--- src/rtl/phase_serdes8.sv ---
// Byte serializer/deserializer clocked by an 8-phase one-hot ring: one byte out and
// one byte in per ring revolution, with ring-sequence checking that aborts frames.
module phase_serdes8 #(
    parameter bit LSB_FIRST  = 1'b1,
    parameter bit IDLE_LEVEL = 1'b1
) (
    input  logic       CLK,
    input  logic       RESET,
    input  logic [7:0] PHASE,
    input  logic [7:0] TX_DATA,
    input  logic       TX_VALID,
    output logic       TX_READY,
    output logic       SER_OUT,
    input  logic       SER_IN,
    output logic [7:0] RX_DATA,
    output logic       RX_VALID,
    output logic       FRAME,
    output logic       TX_UNDERRUN,
    output logic       PHASE_ERR,
    input  logic       ERR_CLR,
    output logic [3:0] DBG_TRACK
);

    // Phase tracker: MSB marks "a phase was seen", low bits hold that phase index.
    typedef enum logic [3:0] {
        TRK_NONE = 4'b0000,
        TRK_P0   = 4'b1000,
        TRK_P1   = 4'b1001,
        TRK_P2   = 4'b1010,
        TRK_P3   = 4'b1011,
        TRK_P4   = 4'b1100,
        TRK_P5   = 4'b1101,
        TRK_P6   = 4'b1110,
        TRK_P7   = 4'b1111
    } trk_e;

    trk_e       trk_q, trk_d;
    logic [7:0] hold_q, hold_d;
    logic       hold_full_q, hold_full_d;
    logic [7:0] txsh_q, txsh_d;
    logic       frame_q, frame_d;
    logic       ser_out_q, ser_out_d;
    logic [7:0] rxsh_q, rxsh_d;
    logic       rx_ok_q, rx_ok_d;
    logic [7:0] rx_data_q, rx_data_d;
    logic       rx_valid_q, rx_valid_d;
    logic       underrun_q, underrun_d;
    logic       phase_err_q, phase_err_d;

    logic [2:0] phase_idx;
    logic       phase_multi;
    logic       phase_bad;
    logic       accept;
    logic       under_set;
    logic       err_set;

    // Maps a phase slot to the data bit it carries.
    function automatic logic [2:0] bmap(input logic [2:0] k);
        return LSB_FIRST ? k : (3'd7 - k);
    endfunction

    always_comb begin
        phase_idx = 3'd0;
        for (int i = 0; i < 8; i++) begin
            if (PHASE[i]) phase_idx = 3'(i);
        end
    end

    assign phase_multi = |(PHASE & (PHASE - 8'd1));
    assign phase_bad   = (PHASE != 8'd0) &&
                         (phase_multi ||
                          ((trk_q == TRK_NONE) ? (phase_idx != 3'd0)
                                               : (phase_idx != (trk_q[2:0] + 3'd1))));
    assign accept      = TX_VALID & ~hold_full_q;

    always_comb begin
        trk_d       = trk_q;
        hold_d      = hold_q;
        hold_full_d = hold_full_q;
        txsh_d      = txsh_q;
        frame_d     = frame_q;
        ser_out_d   = ser_out_q;
        rxsh_d      = rxsh_q;
        rx_ok_d     = rx_ok_q;
        rx_data_d   = rx_data_q;
        rx_valid_d  = 1'b0;
        under_set   = 1'b0;
        err_set     = 1'b0;

        if (PHASE == 8'd0) begin
            trk_d     = TRK_NONE;
            frame_d   = 1'b0;
            ser_out_d = IDLE_LEVEL;
            rx_ok_d   = 1'b0;
        end else if (phase_bad) begin
            // Abort: the shift register contents are abandoned, the hold byte survives.
            err_set   = 1'b1;
            trk_d     = TRK_NONE;
            frame_d   = 1'b0;
            ser_out_d = IDLE_LEVEL;
            rx_ok_d   = 1'b0;
            rxsh_d    = 8'd0;
        end else begin
            trk_d                    = trk_e'({1'b1, phase_idx});
            rxsh_d[bmap(phase_idx)]  = SER_IN;
            if (phase_idx == 3'd0) begin
                rx_ok_d = 1'b1;
                if (hold_full_q) begin
                    txsh_d      = hold_q;
                    hold_full_d = 1'b0;
                    frame_d     = 1'b1;
                    ser_out_d   = hold_q[bmap(3'd0)];
                end else begin
                    frame_d   = 1'b0;
                    ser_out_d = IDLE_LEVEL;
                    under_set = frame_q;
                end
            end else begin
                ser_out_d = frame_q ? txsh_q[bmap(phase_idx)] : IDLE_LEVEL;
            end
            if (phase_idx == 3'd7) begin
                rx_data_d             = rxsh_q;
                rx_data_d[bmap(3'd7)] = SER_IN;
                rx_valid_d            = rx_ok_q;
                rx_ok_d               = 1'b0;
            end
        end

        // A phase-0 accept lands in hold only; the byte leaves on the next frame.
        if (accept) begin
            hold_d      = TX_DATA;
            hold_full_d = 1'b1;
        end

        underrun_d  = (underrun_q  & ~ERR_CLR) | under_set;
        phase_err_d = (phase_err_q & ~ERR_CLR) | err_set;
    end

    always_ff @(posedge CLK or negedge RESET) begin
        if (!RESET) begin
            trk_q       <= TRK_NONE;
            hold_q      <= 8'd0;
            hold_full_q <= 1'b0;
            txsh_q      <= 8'd0;
            frame_q     <= 1'b0;
            ser_out_q   <= IDLE_LEVEL;
            rxsh_q      <= 8'd0;
            rx_ok_q     <= 1'b0;
            rx_data_q   <= 8'd0;
            rx_valid_q  <= 1'b0;
            underrun_q  <= 1'b0;
            phase_err_q <= 1'b0;
        end else begin
            trk_q       <= trk_d;
            hold_q      <= hold_d;
            hold_full_q <= hold_full_d;
            txsh_q      <= txsh_d;
            frame_q     <= frame_d;
            ser_out_q   <= ser_out_d;
            rxsh_q      <= rxsh_d;
            rx_ok_q     <= rx_ok_d;
            rx_data_q   <= rx_data_d;
            rx_valid_q  <= rx_valid_d;
            underrun_q  <= underrun_d;
            phase_err_q <= phase_err_d;
        end
    end

    assign TX_READY    = ~hold_full_q;
    assign SER_OUT     = ser_out_q;
    assign RX_DATA     = rx_data_q;
    assign RX_VALID    = rx_valid_q;
    assign FRAME       = frame_q;
    assign TX_UNDERRUN = underrun_q;
    assign PHASE_ERR   = phase_err_q;
    assign DBG_TRACK   = trk_q;

endmodule

--- config.mk ---
export PLATFORM = sky130hd
export DESIGN_NAME = phase_serdes8
export DESIGN_NICKNAME = d
export VERILOG_FILES = /design/src/rtl/phase_serdes8.sv
export SDC_FILE = /design/constraint.sdc
export NUM_CORES = 1
export LEC_CHECK = 0
export CORE_MARGIN = 3
export CORE_UTILIZATION = 35
export CTS_BUF_LIST = sky130_fd_sc_hd__clkbuf_16
export CTS_CLUSTER_SIZE = 16
export DETAILED_ROUTE_END_ITERATION = 10
export SLEW_MARGIN = 20
export SYNTH_ARGS = -nofsm -noshare
export SYNTH_HDL_FRONTEND = slang
export SYNTH_SLANG_ARGS = --single-unit
--- constraint.sdc ---
create_clock -name CLK -period 2.6 [get_ports CLK]
set_input_delay 0.65 -clock CLK [delete_from_list [all_inputs] [get_ports CLK]]
set_output_delay 0.65 -clock CLK [all_outputs]
set_load 0.05 [all_outputs]
==> impl_metrics.ini <==
[logic_synthesis]
yosysSeqAreaShare = 0.542
synthDistinctLibCells = 39
synthesis.nets = 193
postSynthCellCount = 170
synth.cell_area_um2 = 1900
yosys_warnings = 0
avgSynthCellArea_um2 = 11.2
ys_ff_latch = 41

[global_routing]
grt_usage = 0.148
grt_pass1_wl_um = 7240
grt_max_degree = 42
grt_pass1_vias = 1561
grt_antenna_before_repair = 0
grt-ovfl-total = 0

[setup_path]
cp_max_fo = 8
crit_buf_inv = 1
end_kind = flop
cp_data_arrival_time_ns = 2.68
crit_path_cell_trace = dlygate4sd2_1, or4_4, a21oi_1, a31oi_1, a211o_1, nor2_4, nand2_4, mux2_2
slowest_stage = or4_4
crit_family = simple AND/OR/NAND/NOR gates
slowest_delay_ns = 0.56
crit_type = input pin to flop
worstPathRequired_ns = 2.76
cp-start-kind = input pin

[finish]
most-common-layout-cells = 40 x dfrtp_1, 33 x buf_4, 31 x clkdlybuf4s50_1
diodes = 0
final_area_um2 = 2760
fin_cells = 315
layout.nets = 268
layout-drive-gt1-share = 0.314
multi_input_comb_area_um2 = 866
num-fill-cells = 466
final_common_cell = dfrtp_1
area_growth_pct = 45.3
final_util = 0.533
regArea_um2 = 1030

[timing]
rsz0062_at_grt = yes
setup_viol = 0
fin_skew_ns = 0.00276
tightest_slew_ns = 0.886
slew_headroom = 0.410
fmax_mhz = 395
final_max_slew_viol_count = 0
period_needed_ns = 2.53
fin_ws_ns = 0.0715
hold_viol = 0
fin_crit_sh = 0.972

[floorplan]
start_util = 0.366
coreArea_um2 = 5170
io_pins = 39
row_count = 26
die_x_um = 79.6
die_h_um = 79.6
die_area_um2 = 6330

[power]
ir_worst_vdd_mv = 0.309
power_leakage_nw = 1.24
power_density_nw_per_um2 = 488

[placed_design]
port_buffers = 38
routabilityCongestion = 0.786
post-place-ws_ns = -0.408
place_area_um2 = 2590
dp_hpwl_um = 3220
place_inst = 307

[routing]
ant_nets = 0
top_layer = met4
wirelength_um = 4200
avgViaCountPerCell = 4.94
drt_iter0_drc = 105
vias = 1556
wl_met2_um = 1950
route.met3.wl_um = 232
drc = 0
wl_per_cell_um = 13.3
first_pass_iters = 4
m1WireLength_um = 1920

[clocking]
postCtsHoldBufs = 0
cts.path.max_buffers = 2
insertion_delay_ns = 0.27
cts_sinks = 41
root_buffer = clkbuf_16
clk_pin_slew_worst_paths_ns = 0.05
cts_tree = yes
htree_levels = 2
cts-buffers-inserted = 5

[flow_run]
cap_viol_max_count = 0

[hold_path]
hold_class = flop to flop

[run_status]
status = complete, no violations
-- path summary, 6_finish.rpt --
check | from | to | slack (ns) | cells past startpoint
worst min register to register | rxsh_q[0] | rxsh_q[0] | 0.48 | 1
min in group asynchronous | RESET | DBG_TRACK[3] | 0.50 | 1
worst max register to register | DBG_TRACK[0] | RX_DATA[6] | 0.47 | 8
max in group asynchronous | RESET | RX_DATA[3] | 1.54 | 1
worst min-delay path | rxsh_q[0] | rxsh_q[0] | 0.48 | 1
worst max-delay path | PHASE[6] | RX_DATA[6] | 0.07 | 8
-- cell usage after synthesis --
master	number	share of area
nor2_4	1	0.0059
a31oi_1	2	0.0066
o21ai_0	10	0.026
a221oi_1	1	0.0046
nand2_1	21	0.042
a32oi_2	1	0.0086
nand3_2	1	0.0053
or4_4	1	0.0059
xor2_1	1	0.0046
ha_1	2	0.013
nor2b_1	2	0.0066
nand3_1	4	0.011
inv_1	7	0.014
o22ai_1	8	0.026
o21ai_1	1	0.0026
a21oi_1	2	0.0053
nor4_4	1	0.011
or3b_1	1	0.0046
clkbuf_1	2	0.0040
xnor2_1	2	0.0092
and3_1	1	0.0033
o21a_1	1	0.0040
or3_1	3	0.0099
nand2_4	1	0.0059
a211o_1	1	0.0046
nor2_1	15	0.030
dfrtp_1	40	0.53
nand2b_1	2	0.0066
a32oi_1	1	0.0046
o31ai_1	1	0.0040
o22a_1	1	0.0046
a22oi_1	1	0.0040
mux2_2	23	0.14
o31a_1	1	0.0046
nor3_1	3	0.0079
buf_2	1	0.0026
o2bb2ai_1	1	0.0046
dfstp_2	1	0.014
or2_2	1	0.0033
-- per-stage QoR --
step           hold WS, ns  total power [mW]  TNS, ns
4_1_cts              0.491              1.36        0
3_3_place_gp         0.470             0.797   -10.49
6_report             0.483              1.35        0
2_1_floorplan        0.354             0.712        0
3_5_place_dp         0.474             0.798   -11.18
5_1_grt              0.510              1.41  -0.0268
-- layout make-up --
cell class / instances / share of cell area
clock buffers: 5 / 0.0454
clock inverters: 2 / 0.00272
inverters: 7 / 0.00954
multi-input cells: 119 / 0.314
flip-flops and latches: 41 / 0.373
well taps: 70 / 0.0318
repair buffers: 71 / 0.223
-- sequential cells by signal, summed over array words and instances, names as in the netlist --
register	cells
RX_VALID	1
FRAME	1
SER_OUT	1
hold_q	8
hold_full_q	1
rxsh_q	7
rx_ok_q	1
PHASE_ERR	1
DBG_TRACK	4
RX_DATA	8
txsh_q	7
TX_UNDERRUN	1
-- cell families after synthesis --
logic type	after synthesis	share of synthesized area
XOR/XNOR	3	0.0139
buffers and inverters	10	0.0205
AND/OR/NAND/NOR	58	0.158
adder cells (fa/ha/maj)	2	0.0132
AO/OA/AOI/OAI	33	0.116
multiplexers	23	0.137
flip-flops	41	0.542
-- power by group --
| part | switching [mW] | internal [mW] | leakage, nW | total (mW) |
|---|---|---|---|---|
| sequential | 0.00647 | 0.653 | 0.546 | 0.660 |
| combinational | 0.0589 | 0.0662 | 0.626 | 0.125 |
| clock | 0.218 | 0.343 | 0.0685 | 0.560 |
-- routing by layer --
metal | up-vias | track usage
met5 | - | 0
met4 | 0 | 0.0653
met3 | 8 | 0.0361
met2 | 49 | 0.233
met1 | 743 | 0.193
li1 | 756 | -
-- repair_timing --
action,4_1_cts,5_1_grt
setup buffers,1,0
pin swaps,6,0
resized for setup,14,0
hold endpoints to repair,0,0
setup endpoints to repair,28,2
No activity file was read; power rests on OpenSTA's default activity.
